<file path="src/rtl/hazard_scoreboard_pkg.sv">
// Shared types and constants for the register hazard scoreboard.
// Every scoreboard entry is tracked with one of these records.
package hazard_scoreboard_pkg;

    localparam int SB_NUM_REGS = 32;
    localparam int SB_NUM_FWD  = 2;
    localparam int SB_LAT_W    = 4;
    localparam int SB_AGE_W    = (SB_NUM_FWD > 1) ? $clog2(SB_NUM_FWD) : 1;

    // bypass_sel value that selects the register file.
    localparam int BYPASS_RF = 0;

    typedef enum logic [1:0] {
        IDLE     = 2'd0,
        WAIT_FIX = 2'd1,
        WAIT_VAR = 2'd2,
        FWD      = 2'd3
    } sb_state_e;

    typedef struct packed {
        sb_state_e             state;
        logic [SB_LAT_W-1:0]   cnt;
        logic [SB_AGE_W-1:0]   age;
    } sb_entry_t;

    // A register is unreadable while its producer has not yet made a result.
    function automatic logic is_waiting(input sb_state_e st);
        return (st == WAIT_FIX) || (st == WAIT_VAR);
    endfunction

endpackage

</file>
<file path="src/rtl/hazard_scoreboard_sb_entry.sv">
// One scoreboard entry: tracks the in-flight write to a single register.
// Priority: rst, then a new issue to this register, then writeback, then aging.
module hazard_scoreboard_sb_entry
    import hazard_scoreboard_pkg::*;
(
    input  logic                clk,
    input  logic                rst,
    input  logic                issue_wr,
    input  logic [SB_LAT_W-1:0] lat,
    input  logic                wb_hit,
    output sb_entry_t           entry
);

    sb_entry_t entry_next;

    // Next-state: new producer overrides; otherwise count down, complete or age.
    always_comb begin
        entry_next = entry;
        if (issue_wr) begin
            entry_next.cnt = '0;
            entry_next.age = '0;
            if (lat == '0) begin
                entry_next.state = WAIT_VAR;
            end else if (lat == SB_LAT_W'(1)) begin
                entry_next.state = FWD;
            end else begin
                entry_next.state = WAIT_FIX;
                entry_next.cnt   = lat - SB_LAT_W'(1);
            end
        end else begin
            case (entry.state)
                WAIT_FIX: begin
                    if (entry.cnt > SB_LAT_W'(1)) begin
                        entry_next.cnt = entry.cnt - SB_LAT_W'(1);
                    end else begin
                        entry_next.state = FWD;
                        entry_next.cnt   = '0;
                        entry_next.age   = '0;
                    end
                end
                WAIT_VAR: begin
                    if (wb_hit) begin
                        entry_next.state = FWD;
                        entry_next.age   = '0;
                    end
                end
                FWD: begin
                    if (entry.age < SB_AGE_W'(SB_NUM_FWD - 1)) begin
                        entry_next.age = entry.age + SB_AGE_W'(1);
                    end else begin
                        entry_next.state = IDLE;
                        entry_next.age   = '0;
                    end
                end
                default: entry_next = entry;
            endcase
        end
    end

    // State register with synchronous reset to IDLE.
    always_ff @(posedge clk) begin
        if (rst) begin
            entry <= '{state: IDLE, cnt: '0, age: '0};
        end else begin
            entry <= entry_next;
        end
    end

endmodule

</file>
<file path="src/rtl/hazard_scoreboard.sv">
// Register scoreboard for the in-order pipeline decode stage.
// Handshake: decode presents dec_valid; the instruction leaves decode (issue)
// in any cycle where it is valid, not stalled and not flushed. There is no
// other acceptance signal; stall is the back-pressure to decode/fetch.
module hazard_scoreboard
    import hazard_scoreboard_pkg::*;
#(
    parameter int NUM_REGS    = SB_NUM_REGS,
    parameter int NUM_SRC     = 2,
    parameter int NUM_FWD     = SB_NUM_FWD,
    parameter int LAT_W       = SB_LAT_W,
    parameter int STALL_CNT_W = 32,
    localparam int REG_W      = $clog2(NUM_REGS),
    localparam int SEL_W      = $clog2(NUM_FWD + 1)
) (
    input  logic                       clk,
    input  logic                       rst,
    input  logic                       dec_valid,
    input  logic [NUM_SRC*REG_W-1:0]   dec_src_reg,
    input  logic [NUM_SRC-1:0]         dec_src_used,
    input  logic                       dec_we,
    input  logic [REG_W-1:0]           dec_dst_reg,
    input  logic [LAT_W-1:0]           dec_lat,
    input  logic                       flush,
    input  logic                       wb_valid,
    input  logic [REG_W-1:0]           wb_dst_reg,
    output logic                       stall,
    output logic                       issue,
    output logic [NUM_SRC*SEL_W-1:0]   bypass_sel,
    output logic [NUM_REGS-1:0]        busy_vec,
    output logic [STALL_CNT_W-1:0]     stall_cnt,
    output logic                       sb_error
);

    sb_entry_t entries [NUM_REGS];
    logic      raw_hit;
    logic      waw_hit;
    logic      err_set;

    // x0 never has a pending write.
    assign entries[0] = '{state: IDLE, cnt: '0, age: '0};

    for (genvar i = 1; i < NUM_REGS; i++) begin : g_entry
        hazard_scoreboard_sb_entry u_entry (
            .clk      (clk),
            .rst      (rst),
            .issue_wr (issue && dec_we && (dec_dst_reg == REG_W'(i))),
            .lat      (dec_lat),
            .wb_hit   (wb_valid && (wb_dst_reg == REG_W'(i))),
            .entry    (entries[i])
        );
    end

    // Source readiness and forwarding-path select for each operand.
    always_comb begin
        raw_hit    = 1'b0;
        bypass_sel = '0;
        for (int s = 0; s < NUM_SRC; s++) begin
            bypass_sel[s*SEL_W +: SEL_W] = SEL_W'(BYPASS_RF);
            if (dec_src_used[s] && (dec_src_reg[s*REG_W +: REG_W] != '0) &&
                is_waiting(entries[dec_src_reg[s*REG_W +: REG_W]].state)) begin
                raw_hit = 1'b1;
            end
            if (entries[dec_src_reg[s*REG_W +: REG_W]].state == FWD) begin
                bypass_sel[s*SEL_W +: SEL_W] =
                    SEL_W'(entries[dec_src_reg[s*REG_W +: REG_W]].age) + SEL_W'(1);
            end
        end
    end

    // Stall and issue decisions; a flushed instruction neither stalls nor issues.
    always_comb begin
        waw_hit = dec_we && (dec_dst_reg != '0) && is_waiting(entries[dec_dst_reg].state);
        stall   = dec_valid && (raw_hit || waw_hit) && !flush;
        issue   = dec_valid && !stall && !flush;
    end

    // Protocol violations: stray/duplicate completions, or a completion racing an issue.
    always_comb begin
        err_set = 1'b0;
        if (wb_valid) begin
            if ((wb_dst_reg == '0) || (entries[wb_dst_reg].state != WAIT_VAR)) begin
                err_set = 1'b1;
            end
            if (issue && dec_we && (dec_dst_reg == wb_dst_reg)) begin
                err_set = 1'b1;
            end
        end
    end

    // Debug view of which registers have a write in flight.
    always_comb begin
        busy_vec = '0;
        for (int i = 0; i < NUM_REGS; i++) begin
            busy_vec[i] = (entries[i].state != IDLE);
        end
    end

    // Saturating stall-cycle counter.
    always_ff @(posedge clk) begin
        if (rst) begin
            stall_cnt <= '0;
        end else if (stall && (stall_cnt != '1)) begin
            stall_cnt <= stall_cnt + STALL_CNT_W'(1);
        end
    end

    // Sticky error flag, cleared only by reset.
    always_ff @(posedge clk) begin
        if (rst) begin
            sb_error <= 1'b0;
        end else if (err_set) begin
            sb_error <= 1'b1;
        end
    end

endmodule

</file>
<file path="config.mk">
export PLATFORM = sky130hd
export DESIGN_NAME = hazard_scoreboard
export DESIGN_NICKNAME = d
export VERILOG_FILES = /design/src/rtl/hazard_scoreboard_pkg.sv /design/src/rtl/hazard_scoreboard_sb_entry.sv /design/src/rtl/hazard_scoreboard.sv
export SDC_FILE = /design/constraint.sdc
export NUM_CORES = 1
export LEC_CHECK = 0
export BUFFER_PORTS_ARGS = -buffer_cell sky130_fd_sc_hd__buf_4
export CORE_MARGIN = 5
export CORE_UTILIZATION = 59
export CTS_BUF_LIST = sky130_fd_sc_hd__clkbuf_8
export CTS_CLUSTER_DIAMETER = 60
export CTS_CLUSTER_SIZE = 12
export DETAILED_ROUTE_END_ITERATION = 8
export GPL_TIMING_DRIVEN = 1
export PLACE_DENSITY = 0.75
export SETUP_SLACK_MARGIN = 0.05
export SLEW_MARGIN = 20
export SYNTH_ARGS = -nofsm -noshare
export SYNTH_HDL_FRONTEND = slang
export SYNTH_SLANG_ARGS = --single-unit
export TNS_END_PERCENT = 10
</file>
<file path="constraint.sdc">
create_clock -name clk -period 18 [get_ports clk]
set_input_delay 5.4 -clock clk [delete_from_list [all_inputs] [get_ports clk]]
set_output_delay 5.4 -clock clk [all_outputs]
set_load 0.01 [all_outputs]
</file>
Word-level counts from Yosys, hierarchy flattened:

Index checks and enable logic that the tools add are counted.

* flip-flop bits (word level): 250
* input bits: 32
* output and inout port bits: 71
* word-level logic and storage cells: 1221

* add/subtract/negate cells: 66
* $lt $le $gt $ge: 66
* equal/unequal tests: 322
* muxes and demuxes: 364
* bitwise logic cells: 4
* reductions and logical operators: 304

Operators by type and width (number)
* $mux 7: 39
* $mux 4: 64
* $mux 2: 97
* $ne 3x2->1 const B: 62
* $pmux 2 s3: 31
* $eq 5x5->1 const B: 32
* $bmux 7 s5: 4
* $eq 2x2->1 const B: 67
* $sub 4x1->4 const B: 32
* $gt 4x1->1 const B: 31
* $reduce_and 4->1: 31
* $reduce_bool 2->1: 62
* $reduce_bool 4->1: 31
* $mux 1: 98
* $ne 3x1->1 const B: 31
* $pmux 1 s3: 31
* $reduce_and 3->1: 31
* $reduce_bool 3->1: 31
* $eq 5x4->1 const B: 16
* $logic_and 1x1->1: 75
* $eq 2x1->1 const B: 34
* $ne 2x2->1 const B: 32
* $ne 2x1->1 const B: 31
* $reduce_or 2->1: 31
* other kinds (17): 102

Longest topological paths before layout:

* depth after elaboration: 19
* depth in mapped cells: 20
* mapped depth without buffers: 13

By module:

Synthesis repeated with hierarchy kept, for this count alone.

* cell total of the unflattened synthesis: 2753
* area total of the unflattened synthesis: 22870.7 sq um

Modules (own cells, without submodules)
* hazard_scoreboard_sb_entry: times used 31, cells each 71, area each 579.3 sq um, seq. area each 140.1 sq um
* hazard_scoreboard: times used 1, cells each 552, area each 4912.2 sq um, seq. area each 660.6 sq um

Worst setup path before layout:

No wires, ideal clock.

* path type: input to output
* from: in dec_src_reg[1]
* to: out stall
* arrival time: 9.318 ns
* required time: 12.600 ns
* slack: 3.282 ns
* stages on the path: 15
* buffers on the path: 7
* path through: clkbuf_1 buf_1 clkbuf_1 mux4_2 mux4_2 mux2_2 ha_1 o311a_1 a31oi_1 clkbuf_1 o21a_4 buf_6 buf_6 buf_2 nor2_1

* cells in the longest elaborated chain, start to end: 12
* elaborated cells between the ends (all ways): 15
* those cells by class: eq/ne (2); mux (5); bitwise (1); reduce/logical (7)

Ends and longest elaborated chain
* start, declared: line hazard_scoreboard.sv:19 `input logic [NUM_SRC*REG_W-1:0] dec_src_reg,`
* $not 5->6 (implied by the code): line hazard_scoreboard.sv:61 `is_waiting(entries[dec_src_reg[s*REG_W +: REG_W]].state)) begin`
* $bmux 7 s5: line hazard_scoreboard.sv:61
* $mux 7 (2 in series)
* $eq 2x1->1 / $eq 2x2->1 (equally long branches): line hazard_scoreboard_pkg.sv:28 `return (st == WAIT_FIX) || (st == WAIT_VAR);`
* $logic_or 1x1->1: line hazard_scoreboard_pkg.sv:28
* $logic_and 1x1->1 (*): line hazard_scoreboard.sv:60 `if (dec_src_used[s] && (dec_src_reg[s*REG_W +: REG_W] != '0) &&`
* $mux 1 (*) (2 in series): line hazard_scoreboard.sv:60
* $logic_or 1x1->1 (*): line hazard_scoreboard.sv:74 `stall = dec_valid && (raw_hit || waw_hit) && !flush;`
* $logic_and 1x1->1 (*) (2 in series): line hazard_scoreboard.sv:74
* end, declared: line hazard_scoreboard.sv:27 `output logic stall,`

Mark *: on every way between the ends. The rest lies on a longest branch, timed or not. The select of a mux whose other input is x is not followed.

Worst setup path in the final report:

Ends and elaborated chain as after synthesis.

==> run summary <==
overall routing resource usage: 30.6%
Final TNS setup: 0 ns
Yosys cell types: 72
asr flop ratio synth: 0%
via density per instance: 6.38
CTS tree: yes
# rows: 67
die area: 37200 sq um
fmax: 0.0697 GHz
Slew @ Worst Pin: 1.07 ns
TritonCTS Sinks: 250
vias: 17.8k
CTS root buf: clkbuf_8
1st-iter DRT viols: 1747
vias in the first global route: 16.5k
Worst VDD drop: 0.0877 mV
Die Wd: 193 um
worst rel slew slack: 28.4%
setup violators final: 0
largest net degree at the start of global routing: 91
final wirelength: 59.2 mm
DR pass1 iterations: 6
Final Hold Viols: 0
post_cts resized: 0
Critical Path Start Type: input pin
average size of a mapped cell: 8.55 sq um
post-CTS setup buffers: 0
Tmin final: 14.35 ns
syn nets: 2565
most frequent cells in the layout: dfxtp_1 (250), ha_1 (223), inv_1 (177)
H-tree level count: 1
Final Net Count: 2584
CP required: 12.60 ns
synthesis-stage register bit count: 250
Hold-fix buffers, CTS: 0
Final ANT Viol Nets: 0
peak fanout along the critical path: 66
antenna violations before repair: 6
dominant cell type by area after synthesis: dfxtp_1
sequential cell area fraction in the yosys report: 25.3%
RSZ-0062 raised after global routing: false
critical path endpoint category: output port
clock skew: 0.0305 ns
Tot Pwr: 2140 uW
area growth from synthesis to layout: 7.11%
CTS clk-pin slew, worst paths: 0.08 ns
RePlAce Congestion: 0.997
Starting Density: 59.3%
Final Max Slew Viols: 0
post-DR wirelength/cell: 21.2 um
Syn Std Cell Area: 19700 sq um
# port buffers: 101
Primary FF master, synth: dfxtp_1
Hold/Removal Path Class: reg2reg
EDFF count, synth: 0
maximum capacitance violations: 0
core area: 33300 sq um
CTS max path bufs: 3
pwr dens: 101 nW/um^2
HPWL after DPL: 43.1 mm
number of I/O pins: 103
synthesized instance count: 2310
leakage power: 0.00901 uW
share of layout cells above drive strength 1: 14.3%
DRC: 0
TritonCTS Buffers: 27
Clk Latency, worst-skew pair: 0.61 ns
status: finished, final reports clean
post-synth top area share: 25.3%
commonest non-fill, non-tap cell in the layout: dfxtp_1
top post-synthesis cells by area: dfxtp_1 (25%), ha_1 (14%), mux2i_1 (8.0%)
Synth Warn #: 0
Setup CP Type: in2out
gr ovfl total: 0
fin crit share: 79.7%
first-pass GRT wire length: 91.0 mm
Arr. time, crit path: 8.95 ns
die height: 193 um
[area by class of cell]
cell class	count	area (sq um)
diodes	2	5.00
clock buffers	29	399
clock inverters	12	113
fillers	2874	12100
inverters	175	657
multi-input cells	1759	13500
flip-flops and latches	250	5000
well taps	448	561
repair buffers	116	875
[stage by stage]
| step | std cells | hold slack [ns] | utilization, % | setup slack [ns] | cell area (sq um) |
|---|---|---|---|---|---|
| detailed placement | 2748 | 0.487 | 62.0 | 3.73 | 20600 |
| floorplan | 2310 | 0.490 | - | 3.28 | 19700 |
| global placement | 2748 | 0.483 | 62.0 | 3.82 | 20600 |
| finish | 2791 | 0.497 | 63.6 | 3.65 | 21200 |
| CTS | 2789 | 0.502 | 63.5 | 3.71 | 21100 |
| global route | 2791 | 0.533 | 63.6 | 3.50 | 21200 |
[final timing paths]
kind                           startpoint                     endpoint  slack (ns)  cells past startpoint
max                        dec_src_reg[1]                        stall        3.65                     12
min                          stall_cnt[5]                 stall_cnt[5]        0.50                      2
max reg2reg  g_entry[26].u_entry.entry[5]  g_entry[9].u_entry.entry[3]       13.57                     11
min reg2reg                  stall_cnt[5]                 stall_cnt[5]        0.50                      2
[cells in the mapped netlist (all sizes together), types with 60 or more instances]
cell type and n:
a21oi 153, clkbuf 93, dfxtp 250, ha 223, inv 175, mux2 63, mux2i 157, nand2 156
nand2b 60, nor2 167, nor3 65, o21ai 167, o31ai 60
[routing by layer]
layer | global-route usage (%) | routed length (um) | vias up
met1 | 42.6 | 25100 | 8554
li1 | - | - | 8367
met4 | 7.65 | 1380 | 2
met5 | 0 | 9 | -
met3 | 6.68 | 6190 | 116
met2 | 48.7 | 26500 | 762
[logic make-up (layout without fill, tap and decap cells)]
logic type	Yosys count	count (layout)	share of synthesized area, %
AOI/OAI and AO/OA	496	496	15.0
xor gates and xnor gates	8	8	0.393
adders and majority gates	223	223	14.1
buffers and inverters	301	332	6.18
DFF	250	250	25.3
muxes	273	273	17.6
other	1	3	0.0190
and+or+nand+nor	758	758	21.3
[power breakdown]
group | switching [uW] | internal (uW)
combinational | 537 | 409
sequential | 188 | 617
clock | 215 | 177
total | 940 | 1200
[critical path: stages]
cell	delay, ns
buf_4	0.34
mux4_2	0.57
mux4_2	0.48
mux2_2	0.29
ha_1	0.31
o311a_1	0.11
a31oi_1	0.15
buf_4	0.25
o21a_4	0.15
buf_4	0.52
nor2_1	0.12
buf_4	0.17
[state kept, by name, indices dropped and copies added (netlist names)]
name,count
stall_cnt,32
sb_error,1
g_entry.u_entry.entry,217
Power figures use the tool's default switching activity.
